--- src/rtl/ro_arbiter.sv ---
// Round-robin readout arbiter.
// Grants one triggered channel at a time, writes a header word
// {1'b1, chan, bc} to the output FIFO, then reads how_many samples from the
// channel (one-cycle read latency) and writes each as {4'b0000, sample}.
// A one-cycle ch_done pulse closes each service.
//
// Ports:
//   CLK, RST     - clock, synchronous active-high reset
//   pending      - per-channel data-ready levels
//   how_many     - samples per service (latched at grant)
//   bc           - bunch counter (latched at grant)
//   ch_data      - packed channel samples, channel i at [i*WIDTH +: WIDTH]
//   fifo_afull   - output FIFO almost full (at most one free slot)
//   ch_rd_req    - one-hot read strobe to the granted channel
//   ch_done      - one-hot service-complete pulse
//   fifo_wr_en   - output FIFO write strobe
//   fifo_din     - output FIFO write data, holds when not writing
//   busy         - high whenever not idle
//   cur_chan     - granted channel index
module ro_arbiter #(
    parameter int unsigned CHAN  = 8,
    parameter int unsigned SIZE  = 8,
    parameter int unsigned WIDTH = 12
) (
    input  logic                  CLK,
    input  logic                  RST,
    input  logic [CHAN-1:0]       pending,
    input  logic [SIZE-1:0]       how_many,
    input  logic [11:0]           bc,
    input  logic [WIDTH*CHAN-1:0] ch_data,
    input  logic                  fifo_afull,
    output logic [CHAN-1:0]       ch_rd_req,
    output logic [CHAN-1:0]       ch_done,
    output logic                  fifo_wr_en,
    output logic [WIDTH+3:0]      fifo_din,
    output logic                  busy,
    output logic [2:0]            cur_chan
);

    typedef enum logic [2:0] {
        StIdle,
        StHdr,
        StRd,
        StWait,
        StDone
    } state_e;

    state_e            state_q;
    logic [2:0]        cur_chan_q;
    logic [2:0]        last_grant_q;
    logic [11:0]       bc_q;
    logic [SIZE-1:0]   how_many_q;
    logic [SIZE-1:0]   word_cnt_q;
    logic [CHAN-1:0]   ch_rd_req_q;
    logic [CHAN-1:0]   ch_done_q;
    logic              fifo_wr_en_q;
    logic [WIDTH+3:0]  fifo_din_q;

    logic              grant_valid;
    logic [2:0]        grant_idx;
    logic [2:0]        cand;
    logic [SIZE-1:0]   word_cnt_inc;
    logic [CHAN-1:0]   cur_onehot;
    logic [WIDTH-1:0]  cur_sample;

    // Round-robin search: start just after the last grant, last grant checked last.
    always_comb begin
        grant_valid = 1'b0;
        grant_idx   = 3'd0;
        cand        = 3'd0;
        for (int i = 1; i <= CHAN; i++) begin
            cand = last_grant_q + 3'(i);
            if (!grant_valid && pending[cand]) begin
                grant_valid = 1'b1;
                grant_idx   = cand;
            end
        end
    end

    assign word_cnt_inc = word_cnt_q + {{(SIZE-1){1'b0}}, 1'b1};
    assign cur_onehot   = {{(CHAN-1){1'b0}}, 1'b1} << cur_chan_q;
    assign cur_sample   = ch_data[int'(cur_chan_q) * WIDTH +: WIDTH];

    always_ff @(posedge CLK) begin
        if (RST) begin
            state_q      <= StIdle;
            cur_chan_q   <= 3'd0;
            last_grant_q <= 3'd7;
            bc_q         <= 12'd0;
            how_many_q   <= '0;
            word_cnt_q   <= '0;
            ch_rd_req_q  <= '0;
            ch_done_q    <= '0;
            fifo_wr_en_q <= 1'b0;
            fifo_din_q   <= '0;
        end else begin
            ch_rd_req_q  <= '0;
            ch_done_q    <= '0;
            fifo_wr_en_q <= 1'b0;

            // The sample requested last cycle is on ch_data now; write it
            // regardless of afull since the slot was reserved at request time.
            if (ch_rd_req_q != '0) begin
                fifo_wr_en_q <= 1'b1;
                fifo_din_q   <= {4'b0000, cur_sample};
            end

            unique case (state_q)
                StIdle: begin
                    if (grant_valid) begin
                        cur_chan_q <= grant_idx;
                        bc_q       <= bc;
                        how_many_q <= how_many;
                        word_cnt_q <= '0;
                        state_q    <= StHdr;
                    end
                end
                StHdr: begin
                    if (!fifo_afull) begin
                        fifo_wr_en_q <= 1'b1;
                        fifo_din_q   <= {1'b1, cur_chan_q, bc_q};
                        state_q      <= (how_many_q == '0) ? StDone : StRd;
                    end
                end
                StRd: begin
                    if (!fifo_afull) begin
                        ch_rd_req_q <= cur_onehot;
                        word_cnt_q  <= word_cnt_inc;
                        if (word_cnt_inc == how_many_q) begin
                            state_q <= StWait;
                        end
                    end
                end
                StWait: begin
                    state_q <= StDone;
                end
                StDone: begin
                    ch_done_q    <= cur_onehot;
                    last_grant_q <= cur_chan_q;
                    word_cnt_q   <= '0;
                    state_q      <= StIdle;
                end
                default: begin
                    state_q <= StIdle;
                end
            endcase
        end
    end

    assign ch_rd_req  = ch_rd_req_q;
    assign ch_done    = ch_done_q;
    assign fifo_wr_en = fifo_wr_en_q;
    assign fifo_din   = fifo_din_q;
    assign cur_chan   = cur_chan_q;
    assign busy       = (state_q != StIdle);

endmodule

--- config.mk ---
export PLATFORM = sky130hd
export DESIGN_NAME = ro_arbiter
export DESIGN_NICKNAME = d
export VERILOG_FILES = /design/src/rtl/ro_arbiter.sv
export SDC_FILE = /design/constraint.sdc
export NUM_CORES = 1
export LEC_CHECK = 0
export ABC_AREA = 0
export BUFFER_PORTS_ARGS = -buffer_cell sky130_fd_sc_hd__buf_2
export CELL_PAD_IN_SITES_DETAIL_PLACEMENT = 0
export CELL_PAD_IN_SITES_GLOBAL_PLACEMENT = 1
export CORE_ASPECT_RATIO = 1.25
export CORE_MARGIN = 3
export CORE_UTILIZATION = 37
export DETAILED_ROUTE_END_ITERATION = 8
export GPL_TIMING_DRIVEN = 0
export PLACE_DENSITY = 0.9
export SYNTH_ARGS = -nofsm -noshare
export SYNTH_HDL_FRONTEND = slang
export SYNTH_SLANG_ARGS = --single-unit
--- constraint.sdc ---
create_clock -name CLK -period 3.65 [get_ports CLK]
set_input_delay 0.73 -clock CLK [delete_from_list [all_inputs] [get_ports CLK]]
set_output_delay 0.73 -clock CLK [all_outputs]
set_load 0.03 [all_outputs]
### Word-level counts from Yosys, hierarchy flattened

Cells that the tools add are included.

* register bits: 70
* latch bits: 0
* RAM bits: 0
* bits in read-only memories: 0
* input bits: 127
* memories kept: 0

* $add $sub $neg: 8
* $mul: 1
* divide/modulo/power cells: 0
* magnitude comparators: 8
* eq/ne operators: 9
* shift-type cells: 2
* muxes and demuxes: 47
* bitwise gates (word level): 2
* reduce and logical (&&, ||, !) cells: 24

Operators with widths (count)
* $shiftx A96 B8 Y12: 1
* $mux W16: 3
* $mux W3: 13
* $lt A3 B4 Y1 const B: 8
* $bmux W1 S3: 8
* $pmux W8 S3: 1
* $mux W1: 19
* $mux W8: 2
* $add A3 B3 Y3 const B: 4
* $pmux W3 S4: 1
* $add A8 B1 Y8 const B: 1
* $eq A8 B8 Y1: 1
* $logic_not A8 Y1: 1
* $ne A2 B2 Y1 const B: 4
* $reduce_bool A8 Y1: 1
* $shl A1 B3 Y8 const A: 1
* $logic_and A1 B1 Y1: 7
* $logic_not A1 Y1: 7
* $add A3 B2 Y3 const B: 2
* $eq A3 B2 Y1 const B: 2
* $reduce_bool A3 Y1: 2
* $mul A3 B2 Y5 const B: 1
* $reduce_and A4 Y1: 1
* $add A3 B1 Y3 const B: 1
* 8 further kinds: 9

### Logic depth before layout (Yosys ltp)

Gate-level depths: netlist of the first run.

* depth after elaboration: 27
* depth in mapped cells: 12
* mapped depth without buffers: 9

### Worst setup path before layout of the first run

No wires, ideal clock.

* path type: register to register
* start: reg last_grant_q[1]
* end: reg word_cnt_q[2]
* setup time: 0.131 ns
* arrival time: 2.905 ns
* path slack: 0.614 ns
* stages on the path, launching flop included: 12
* period minus slack after synthesis: 3.036 ns
* cell sequence: dfxtp_1 -> buf_2 -> clkinv_1 -> ha_1 -> buf_6 -> mux2i_1 -> mux4_2 -> a32oi_2 -> nor3_4 -> a221oi_4 -> or2_4 -> a31oi_2

* word-level cells in the longest chain between the ends: 27
* elaborated cells on any way between the ends: 47
* classes of those cells: add/sub (7); eq/ne (1); mux (24); reduce/logical (15)

Ends and longest elaborated chain
* start: declaration: RTL line 50 `logic [2:0] last_grant_q;`
* start signal: assignment: RTL line 139 `last_grant_q <= cur_chan_q;`
* $add A3 B1 Y3: RTL line 72 `cand = last_grant_q + 3'(i);`
* $bmux W1 S3: RTL line 73 `if (!grant_valid && pending[cand]) begin`
* $mux W1 (implied by the code): RTL line 73
* $mux W1: RTL line 73
* $logic_not A1 Y1: RTL line 73
* $logic_and A1 B1 Y1: RTL line 73
* $mux W1: RTL line 73
* $logic_not A1 Y1: RTL line 73
* (+11 left out)
* $logic_not A1 Y1: RTL line 73
* $logic_and A1 B1 Y1: RTL line 73
* $mux W1: RTL line 73
* $logic_not A1 Y1: RTL line 73
* $logic_and A1 B1 Y1: RTL line 73
* $mux W1 *: RTL line 73
* $ne A2 B2 Y1 (no line) *
* $reduce_and A3 Y1 (no line) *
* end signal: assignment: RTL line 128 `word_cnt_q <= word_cnt_inc;`
* end: declaration: RTL line 53 `logic [SIZE-1:0] word_cnt_q;`

Mark *: on every way between the ends. The rest lies on a longest branch, timed or not. The select of a mux whose other input is x is not followed.
A chain may end at the register's enable or synchronous reset.

### Worst setup path after layout of the first run

Ends and elaborated chain as after synthesis.

==> results.cfg, run 1 <==
[setup_path]
cp_num_buf_inv = 3
slowest_stage = mux4_2
r2r_slack_ns = 0.22
timing.critical_path.fanout_max = 10
max_stage_delay_ns = 0.50
r2r_start = last_grant_q[1]$_SDFFE_PP1N_
ff2ff_path_depth = 11
crit_required_ns = 3.85
endpoint_kind = flop
crit_type = reg -> reg
path_cells = clkbuf_4 -> clkinvlp_4 -> ha_1 -> buf_6 -> mux2i_1 -> mux4_2 -> a32oi_2 -> nor3_4 -> a221oi_4 -> or2_4 -> a31oi_2
critPathArrivalTime_ns = 3.64
crit_family = compound AO/OA/AOI/OAI gates
timing.rr.end = word_cnt_q[2]$_SDFFE_PP0P_
start_kind = flop

[logic_synthesis]
synth_warnings = 0
ys_top_cells_by_count = dfxtp_1, nand2_1, nor2_1
yosys.area.top_type = dfxtp_1
synth-seq-area-share = 0.315
ys_ff_latch = 70
ys_types = 62
synth_ff_type = dfxtp_1
syn_area_mm2 = 0.00445
yosysMostFrequentCell = dfxtp_1
syn_nets = 611
synth_area_leaders = dfxtp_1, mux4_2, a21oi_1, nand2_1, mux2i_1
synth_edf_count = 0
syn-instance-count = 481
syn_area_per_cell_um2 = 9.26
synth_top_area_frac = 0.315
async_reset_ff_frac = 0

[timing]
timing.final.ws_setup_ns = 0.217
fin_crit_sh = 0.940
worst_pin_slew_ns = 1.16
max_freq_ghz = 0.291
drv_slew = 0
final-setup-viol-count = 0
period_minus_slack_ns = 3.43
rsz0062_at_grt = false
fin_tns_setup_ns = 0
clock_skew_ns = 0.00850
hold_viol = 0
slew_headroom = 0.222

[cells_and_area]
area_growth_pct = 30.7
nets = 784
nFillCells = 1142
final_cells = 821
final_layout_size_suffix_gt1_frac = 0.357

[clock_network]
postCtsHoldBufs = 0
root_buffer = clkbuf_16
clk_latency_ns = 0.33
numCtsBuffers = 9
clk_pin_slew_ns = 0.06
clock-sinks = 70
clockBufferDepth = 2
cts_tree = done
htree_num_levels = 3

[detailed_routing]
viasPerCell = 5.55
vias = 4553
drc = 0
wire_per_inst_um = 18.0
wirelength_um = 14700
ant_nets = 0
initialDrtViolationCount = 321
firstDrtPassIters = 5

[global_routing]
grt_antenna_before_repair = 1
overflow = 0
grt_pass1_vias = 4397
grt_pass1_wl_um = 22800
grt_max_degree = 14
track_usage = 0.213

[floorplan]
die_w_um = 104
die_area_mm2 = 0.0134
num_rows = 44
initial_core_util = 0.381
core_mm2 = 0.0117
boundaryPins = 164
die_h_um = 129

[power_and_ir_drop]
power_leakage_nw = 2.38
ir_drop_v = 0.000389
p_per_area_mw_per_mm2 = 669

[job]
drv_cap = 0

[min_path]
hold-path-cell-count = 2
hold_class = reg -> reg
min_from = bc_q[2]$_SDFFE_PP0P_
min_to = bc_q[2]$_SDFFE_PP0P_

[outcome]
status = completed

[placement]
place_ws_ns = 0.0982
gp_congestion = 0.879
port_buffers = 162
post-dp-hpwl_um = 11700
placed_cells = 804
## placed cells by master (no fill, tap or decap), types with 2 or more instances in the layout
master     synthesis  layout
buf_6              2       2
clkbuf_1          22      22
o221ai_1           3       3
nor4_1             7       7
mux2i_1           22      22
clkinv_4           0       2
ha_1               3       3
inv_1              7       7
a31oi_2            4       4
a311o_1            3       3
o21ai_0           11      11
nor3b_1            4       4
a31oi_1            5       5
mux4_1             6       6
mux4_2            30      30
clkbuf_16          0       9
buf_4              2       2
a211oi_1          17      17
a221oi_1           2       2
nand2b_1          12      12
and3_1             4       4
buf_2              6     167
nand3b_1           2       2
nor2_1            54      54
a21oi_1           53      53
nand3_1            8       8
nor2b_1            2       2
nand2_1           62      62
xnor2_1           11      11
xor2_1             4       4
bufinv_16          0       3
dfxtp_1           70      70
nor3_1            10      10
## final cells by class
| class | instances | area (um^2) | share of cell area |
|---|---|---|---|
| Buffer | 34 | 161 | 0.0277 |
| Timing Repair Buffer | 162 | 811 | 0.139 |
| Clock inverter | 7 | 121 | 0.0209 |
| Tap cell | 161 | 201 | 0.0346 |
| Multi-Input combinational cell | 367 | 2850 | 0.490 |
| Clock buffer | 9 | 225 | 0.0387 |
| Inverter | 10 | 41.3 | 0.00710 |
| Antenna cell | 1 | 2.50 | 0.000430 |
| Sequential cell | 70 | 1400 | 0.241 |
## kinds of logic after synthesis
family | share of synthesized area
and+or+nand+nor | 0.177
muxes | 0.244
buffers and inverters | 0.0441
xor gates and xnor gates | 0.0295
AOI/OAI and AO/OA | 0.182
adders and majority gates | 0.00843
DFF | 0.315
## metrics by stage
| stage | total power [mW] | cell area [um^2] | util | hold slack [ns] |
|---|---|---|---|---|
| 2_1_floorplan | 2.38 | 4450 | - | 0.437 |
| 3_3_place_gp | 2.84 | 5460 | 0.468 | 0.443 |
| 3_5_place_dp | 2.88 | 5460 | 0.468 | 0.449 |
| 4_1_cts | 3.89 | 5810 | 0.498 | 0.458 |
| 5_1_grt | 4.14 | 5820 | 0.499 | 0.488 |
| 6_report | 3.89 | 5820 | 0.499 | 0.457 |
## worst min-delay path: cells and delay by family, from the launching register on
kind | cells | cell delay, ns
compound gates | 1 | 0.05
simple gates | 1 | 0.05
flops | 1 | 0.31
## layer usage
layer	routed length [um]	global-route usage	vias to the layer above
met1	6070	0.277	2191
li1	-	-	2138
met2	7100	0.349	195
met4	414	0.0829	0
met3	1170	0.0502	29
met5	0	0	-
## power breakdown
| group | internal [mW] | switching, mW | total, mW | leakage [nW] |
|---|---|---|---|---|
| clock | 0.671 | 0.341 | 1.01 | 0.170 |
| sequential | 0.903 | 0.0932 | 0.996 | 0.570 |
| combinational | 0.759 | 1.13 | 1.89 | 1.64 |
| total | 2.33 | 1.56 | 3.89 | 2.38 |
## how the worst max path moves through the flow
stage	cells after the start	end	slack, ns	startpoint
global route	11	word_cnt_q[0]$_SDFFE_PP0P_	0.04	last_grant_q[1]$_SDFFE_PP1N_
CTS	11	word_cnt_q[3]$_SDFFE_PP0P_	0.08	last_grant_q[1]$_SDFFE_PP1N_
global placement	11	word_cnt_q[2]$_SDFFE_PP0P_	0.14	last_grant_q[1]$_SDFFE_PP1N_
finish	11	word_cnt_q[2]$_SDFFE_PP0P_	0.22	last_grant_q[1]$_SDFFE_PP1N_
floorplan	11	word_cnt_q[2]$_SDFFE_PP0P_	0.61	last_grant_q[1]$_SDFFE_PP1N_
detailed placement	11	word_cnt_q[2]$_SDFFE_PP0P_	0.1	last_grant_q[1]$_SDFFE_PP1N_
## flip-flops by register name, summed over array words and instances, names as in the netlist
signal	flops
how_many_q	8
state_q	3
ch_rd_req	8
last_grant_q	3
ch_done	8
word_cnt_q	8
fifo_wr_en	1
cur_chan	3
fifo_din	16
bc_q	12
## timing repair
item	in CTS	in global routing
resized for setup	0	2
endpoints found under the hold margin	0	0
setup buffers	0	0
endpoints found under the setup margin	0	23
Power figures use the tool's default switching activity.
==> inputs of run 2 (changes only) <==
- ABC_CLOCK_PERIOD_IN_PS: unset -> 3650
- CORE_UTILIZATION: 37 -> 25
- PLACE_DENSITY: 0.9 -> 0.68
==> run 2 against run 1 <==
Clock skew decreased by 0.00070 ns. Sequential power hardly changed. Combinational power about the same. Critical path type unchanged. Largest power group unchanged. Highest routed layer unchanged.
==> results.cfg, run 2 (synthesis gave the netlist of run 1 again) <==
[clock_network]
cts_tree = done
post_cts_buffers = 0
clock-sinks = 70
postCtsHoldBufs = 0
numCtsBuffers = 9
clk_pin_slew_ns = 0.06
clockBufferDepth = 2
htree_num_levels = 3
clk_latency_ns = 0.32
root_buffer = clkbuf_16

[timing]
timing.final.ws_setup_ns = 0.222
max_freq_ghz = 0.292
fin_tns_setup_ns = 0
drv_slew = 0
clock_skew_ns = 0.00780
fin_crit_sh = 0.939
rsz0062_at_grt = false
period_minus_slack_ns = 3.43
final-setup-viol-count = 0
slew_headroom = 0.200
worst_pin_slew_ns = 1.19
hold_viol = 0

[global_routing]
overflow = 0
grt_pass1_vias = 4450
grt_antenna_before_repair = 0
grt_max_degree = 13
grt_pass1_wl_um = 24300
track_usage = 0.154

[placement]
placed_area_mm2 = 0.00554
gp_congestion = 0.908
place_ws_ns = 0.0645
port_buffers = 162
post-dp-hpwl_um = 12600

[floorplan]
boundaryPins = 164
die_h_um = 155
die_w_um = 125
num_rows = 53
initial_core_util = 0.260
die_area_mm2 = 0.0195
core_mm2 = 0.0171

[setup_path]
start_kind = flop
cp.depth = 11
endpoint_kind = flop
timing.rr.end = word_cnt_q[4]$_SDFFE_PP0P_
crit_family = compound AO/OA/AOI/OAI gates
r2r_slack_ns = 0.22
cp_num_buf_inv = 3
r2r_start = last_grant_q[1]$_SDFFE_PP1N_
ff2ff_path_depth = 11
crit_type = reg -> reg
slowest_stage = mux4_1
cp-startpoint = last_grant_q[1]$_SDFFE_PP1N_
max_stage_delay_ns = 0.54
critPathArrivalTime_ns = 3.63
path_cells = clkbuf_4 -> clkinvlp_4 -> ha_1 -> buf_6 -> mux2i_1 -> mux4_1 -> a32oi_2 -> nor3_4 -> a221oi_4 -> or2_4 -> a31oi_2
crit_required_ns = 3.85
timing.critical_path.fanout_max = 10
cp-endpoint = word_cnt_q[4]$_SDFFE_PP0P_

[min_path]
min_from = bc_q[5]$_SDFFE_PP0P_
hold_class = reg -> reg

[detailed_routing]
initialDrtViolationCount = 280
firstDrtPassIters = 4
viasPerCell = 5.02
wirelength_um = 15400
vias = 4416
wire_per_inst_um = 17.6
drc = 0
ant_nets = 0

[power_and_ir_drop]
ir_drop_v = 0.000259
p_per_area_mw_per_mm2 = 659
power_leakage_nw = 2.37

[cells_and_area]
fin_area_mm2 = 0.00590
layout_commonest_cell = buf_2
num_antenna_cells = 0
nets = 784
largest_reg_flops = 16
area_growth_pct = 32.4
layout_common_cells = buf_2, dfxtp_1, nand2_1, nor2_1, a21oi_1
final_layout_size_suffix_gt1_frac = 0.357
final_util = 0.345

[job]
drv_cap = 0

[outcome]
status = completed
[run 2: cell count changes in the layout (fill, tap and decap cells not counted), sizes merged]
cell / previous run / this run
inv: 9 / 8
diode: 1 / 0
clkinvlp: 1 / 2
clkinv: 4 / 2
clkbuf: 33 / 35
[run 2: area by class of cell]
| class | count | area (um^2) |
|---|---|---|
| clock buffer | 11 | 243 |
| fill | 1846 | 11200 |
| buffer | 34 | 161 |
| inverter | 10 | 41.3 |
| multi-input combinational | 367 | 2860 |
| sequential | 70 | 1400 |
| clock inverter | 5 | 106 |
| timing repair buffer | 162 | 811 |
| tap | 220 | 275 |
[run 2: worst register-to-register path, cell delays in order (launching register included)]
cell	delay, ns
dfxtp_1	0.44
clkbuf_4	0.29
clkinvlp_4	0.22
ha_1	0.37
buf_6	0.16
mux2i_1	0.15
mux4_1	0.54
a32oi_2	0.33
nor3_4	0.11
a221oi_4	0.39
or2_4	0.24
a31oi_2	0.09
[run 2: timing repair]
item	in CTS	in global routing
resized for setup	0	3
endpoints found under the setup margin	0	28
endpoints found under the hold margin	0	0
[run 2: metrics by stage]
| stage | instances | hold slack (ns) | total power, mW |
|---|---|---|---|
| 2_1_floorplan | 481 | 0.437 | 2.38 |
| 3_3_place_gp | 863 | 0.455 | 2.88 |
| 3_5_place_dp | 863 | 0.452 | 2.90 |
| 4_1_cts | 879 | 0.460 | 3.92 |
| 5_1_grt | 879 | 0.486 | 4.16 |
| 6_report | 879 | 0.463 | 3.89 |
[run 2: worst min path at each step]
stage                                end  slack, ns  cells past startpoint
finish              bc_q[5]$_SDFFE_PP0P_       0.46                      2
floorplan           bc_q[0]$_SDFFE_PP0P_       0.44                      2
global placement    bc_q[6]$_SDFFE_PP0P_       0.46                      2
global route        bc_q[6]$_SDFFE_PP0P_       0.49                      2
detailed placement  bc_q[5]$_SDFFE_PP0P_       0.45                      2
CTS                 bc_q[5]$_SDFFE_PP0P_       0.46                      2
[run 2: metal layers]
metal  vias to the layer above  track usage  part of all wire
li1                       2147            -                 -
met1                      2148        0.194              0.42
met2                       113        0.278              0.53
met3                         8       0.0258             0.042
met4                         0       0.0336            0.0090
met5                         -            0                 0
[run 2: power breakdown]
part	internal, mW	total [mW]	leakage (nW)	switching, mW
Clock	0.687	1.01	0.166	0.323
Combinational	0.760	1.87	1.64	1.11
Sequential	0.904	1.01	0.570	0.106
Total	2.35	3.89	2.37	1.54
==> inputs of run 3 (changes only) <==
- ABC_CLOCK_PERIOD_IN_PS: 3650 -> 3500
- clock period: 3.65 -> 3.5 ns (I/O delays scaled with it)
==> run 3 against run 2 <==
Worst hold slack got worse by 0.00080 ns. Critical path depth decreased by 1. Clock power increased by 4%. Die area unchanged. Flip-flop and latch count unchanged. Design area increased by 0.40%. Critical path type unchanged. Critical endpoint is now cur_chan[1]$_SDFFE_PP0P_. Largest power group unchanged.
==> results.cfg, run 3 (synthesis gave the netlist of run 1 again) <==
[setup_path]
start_kind = flop
crit_required_ns = 3.67
critPathArrivalTime_ns = 3.51
endpoint_kind = flop
path_cells = clkbuf_4 -> clkinv_2 -> ha_1 -> buf_6 -> mux2i_1 -> mux4_1 -> a32o_1 -> a41o_1 -> or3b_1 -> o2bb2ai_1
max_stage_delay_ns = 0.57
timing.critical_path.fanout_max = 10
crit_type = reg -> reg
slowest_stage = mux4_1

[global_routing]
grt_pass1_wl_um = 24300
track_usage = 0.154
grt_pass1_vias = 4450
overflow = 0
grt_antenna_before_repair = 0
grt_max_degree = 13

[detailed_routing]
vias = 4430
wirelength_um = 15500
ant_nets = 0
wire_per_inst_um = 17.6
drc = 0
initialDrtViolationCount = 254
viasPerCell = 5.03
firstDrtPassIters = 4

[power_and_ir_drop]
p_per_area_mw_per_mm2 = 689
p_switching_mw = 1.61
combPwrFrac = 0.483
clockPowerShare = 0.258
ir_drop_v = 0.000268
switching_share = 0.395
p_seq_frac = 0.258
p_total_mw = 4.08
power_leakage_nw = 2.39
p_int_mw = 2.47

[clock_network]
clk_pin_slew_ns = 0.06
clockBufferDepth = 2
clk_latency_ns = 0.32
htree_num_levels = 3
cts_tree = done
clock-sinks = 70
root_buffer = clkbuf_16
numCtsBuffers = 9

[placement]
placed_cells = 863
gp_congestion = 0.908
post-dp-hpwl_um = 12600
port_buffers = 162
place_ws_ns = -0.0855
placed_area_mm2 = 0.00554

[cells_and_area]
nets = 786
final_cells = 881
nFillCells = 1846
layout_commonest_cell = buf_2
fin_area_mm2 = 0.00592
largest_reg_flops = 16
num_antenna_cells = 0
layout_common_cells = buf_2, dfxtp_1, nand2_1, nor2_1, a21oi_1
final_layout_size_suffix_gt1_frac = 0.359
final_util = 0.346
area_growth_pct = 33.0

[timing]
drv_slew = 0
fin_hold_ws_ns = 0.463
slew_headroom = 0.181
max_freq_ghz = 0.299
fin_crit_sh = 0.955
clock_skew_ns = 0.00754
rsz0062_at_grt = false
period_minus_slack_ns = 3.34
fin_tns_setup_ns = 0
worst_pin_slew_ns = 1.22
hold_viol = 0
timing.final.ws_setup_ns = 0.159
final-setup-viol-count = 0

[floorplan]
die_w_um = 125
core_mm2 = 0.0171
die_area_mm2 = 0.0195
initial_core_util = 0.260
num_rows = 53
boundaryPins = 164
die_h_um = 155

[job]
drv_cap = 0

[outcome]
status = completed

[min_path]
hold_class = reg -> reg
-- run 3: cell types whose count changed in the layout (fill, tap and decap cells not counted), sizes merged --
cell	change
buf	+2
clkinv	+1
clkinvlp	-1
-- run 3: power groups by stage --
stage	Clock, mW	Combinational [mW]	Sequential [mW]
2_1_floorplan	0	1.35	1.13
3_3_place_gp	0	1.94	1.07
3_5_place_dp	0	1.96	1.07
4_1_cts	1.07	1.97	1.05
5_1_grt	1.11	2.18	1.07
6_report	1.05	1.97	1.05
-- run 3: layer usage --
metal,wire length [um],GRT usage,up-vias
met3,635,0.0258,8
li1,-,-,2154
met5,0,0,-
met4,139,0.0336,0
met2,8120,0.278,110
met1,6600,0.194,2158
-- run 3: area by class of cell --
class | instances | area (um^2) | share of cell area
plain buffers | 34 | 161 | 0.0273
clock buffers | 11 | 243 | 0.0410
clock inverters | 5 | 106 | 0.0180
inverters | 10 | 38.8 | 0.00655
multi-input cells | 367 | 2870 | 0.484
flip-flops and latches | 70 | 1400 | 0.237
well taps | 220 | 275 | 0.0465
repair buffers | 164 | 826 | 0.140
-- run 3: path summary, 6_finish.rpt --
check / from / endpoint / slack [ns] / depth (start not counted)
max reg2reg: last_grant_q[1]$_SDFFE_PP1N_ / cur_chan[1]$_SDFFE_PP0P_ / 0.16 / 10
min: bc_q[5]$_SDFFE_PP0P_ / bc_q[5]$_SDFFE_PP0P_ / 0.46 / 2
max: last_grant_q[1]$_SDFFE_PP1N_ / cur_chan[1]$_SDFFE_PP0P_ / 0.16 / 10
min reg2reg: bc_q[5]$_SDFFE_PP0P_ / bc_q[5]$_SDFFE_PP0P_ / 0.46 / 2
-- run 3: worst max-delay path, delay by kind of cell (launching register included) --
family	cells	cell delay [ns]
simple gates	1	0.38
mux	2	0.72
fa+ha+maj	1	0.35
buf+inv	3	0.61
compound gates	3	0.68
flops	1	0.44
-- run 3: what timing repair did --
item,in CTS,in global routing
endpoints found under the setup margin,26,15
pin swaps,0,1
gates resized for setup,2,2
setup buffers,0,2
hold buffers,0,0
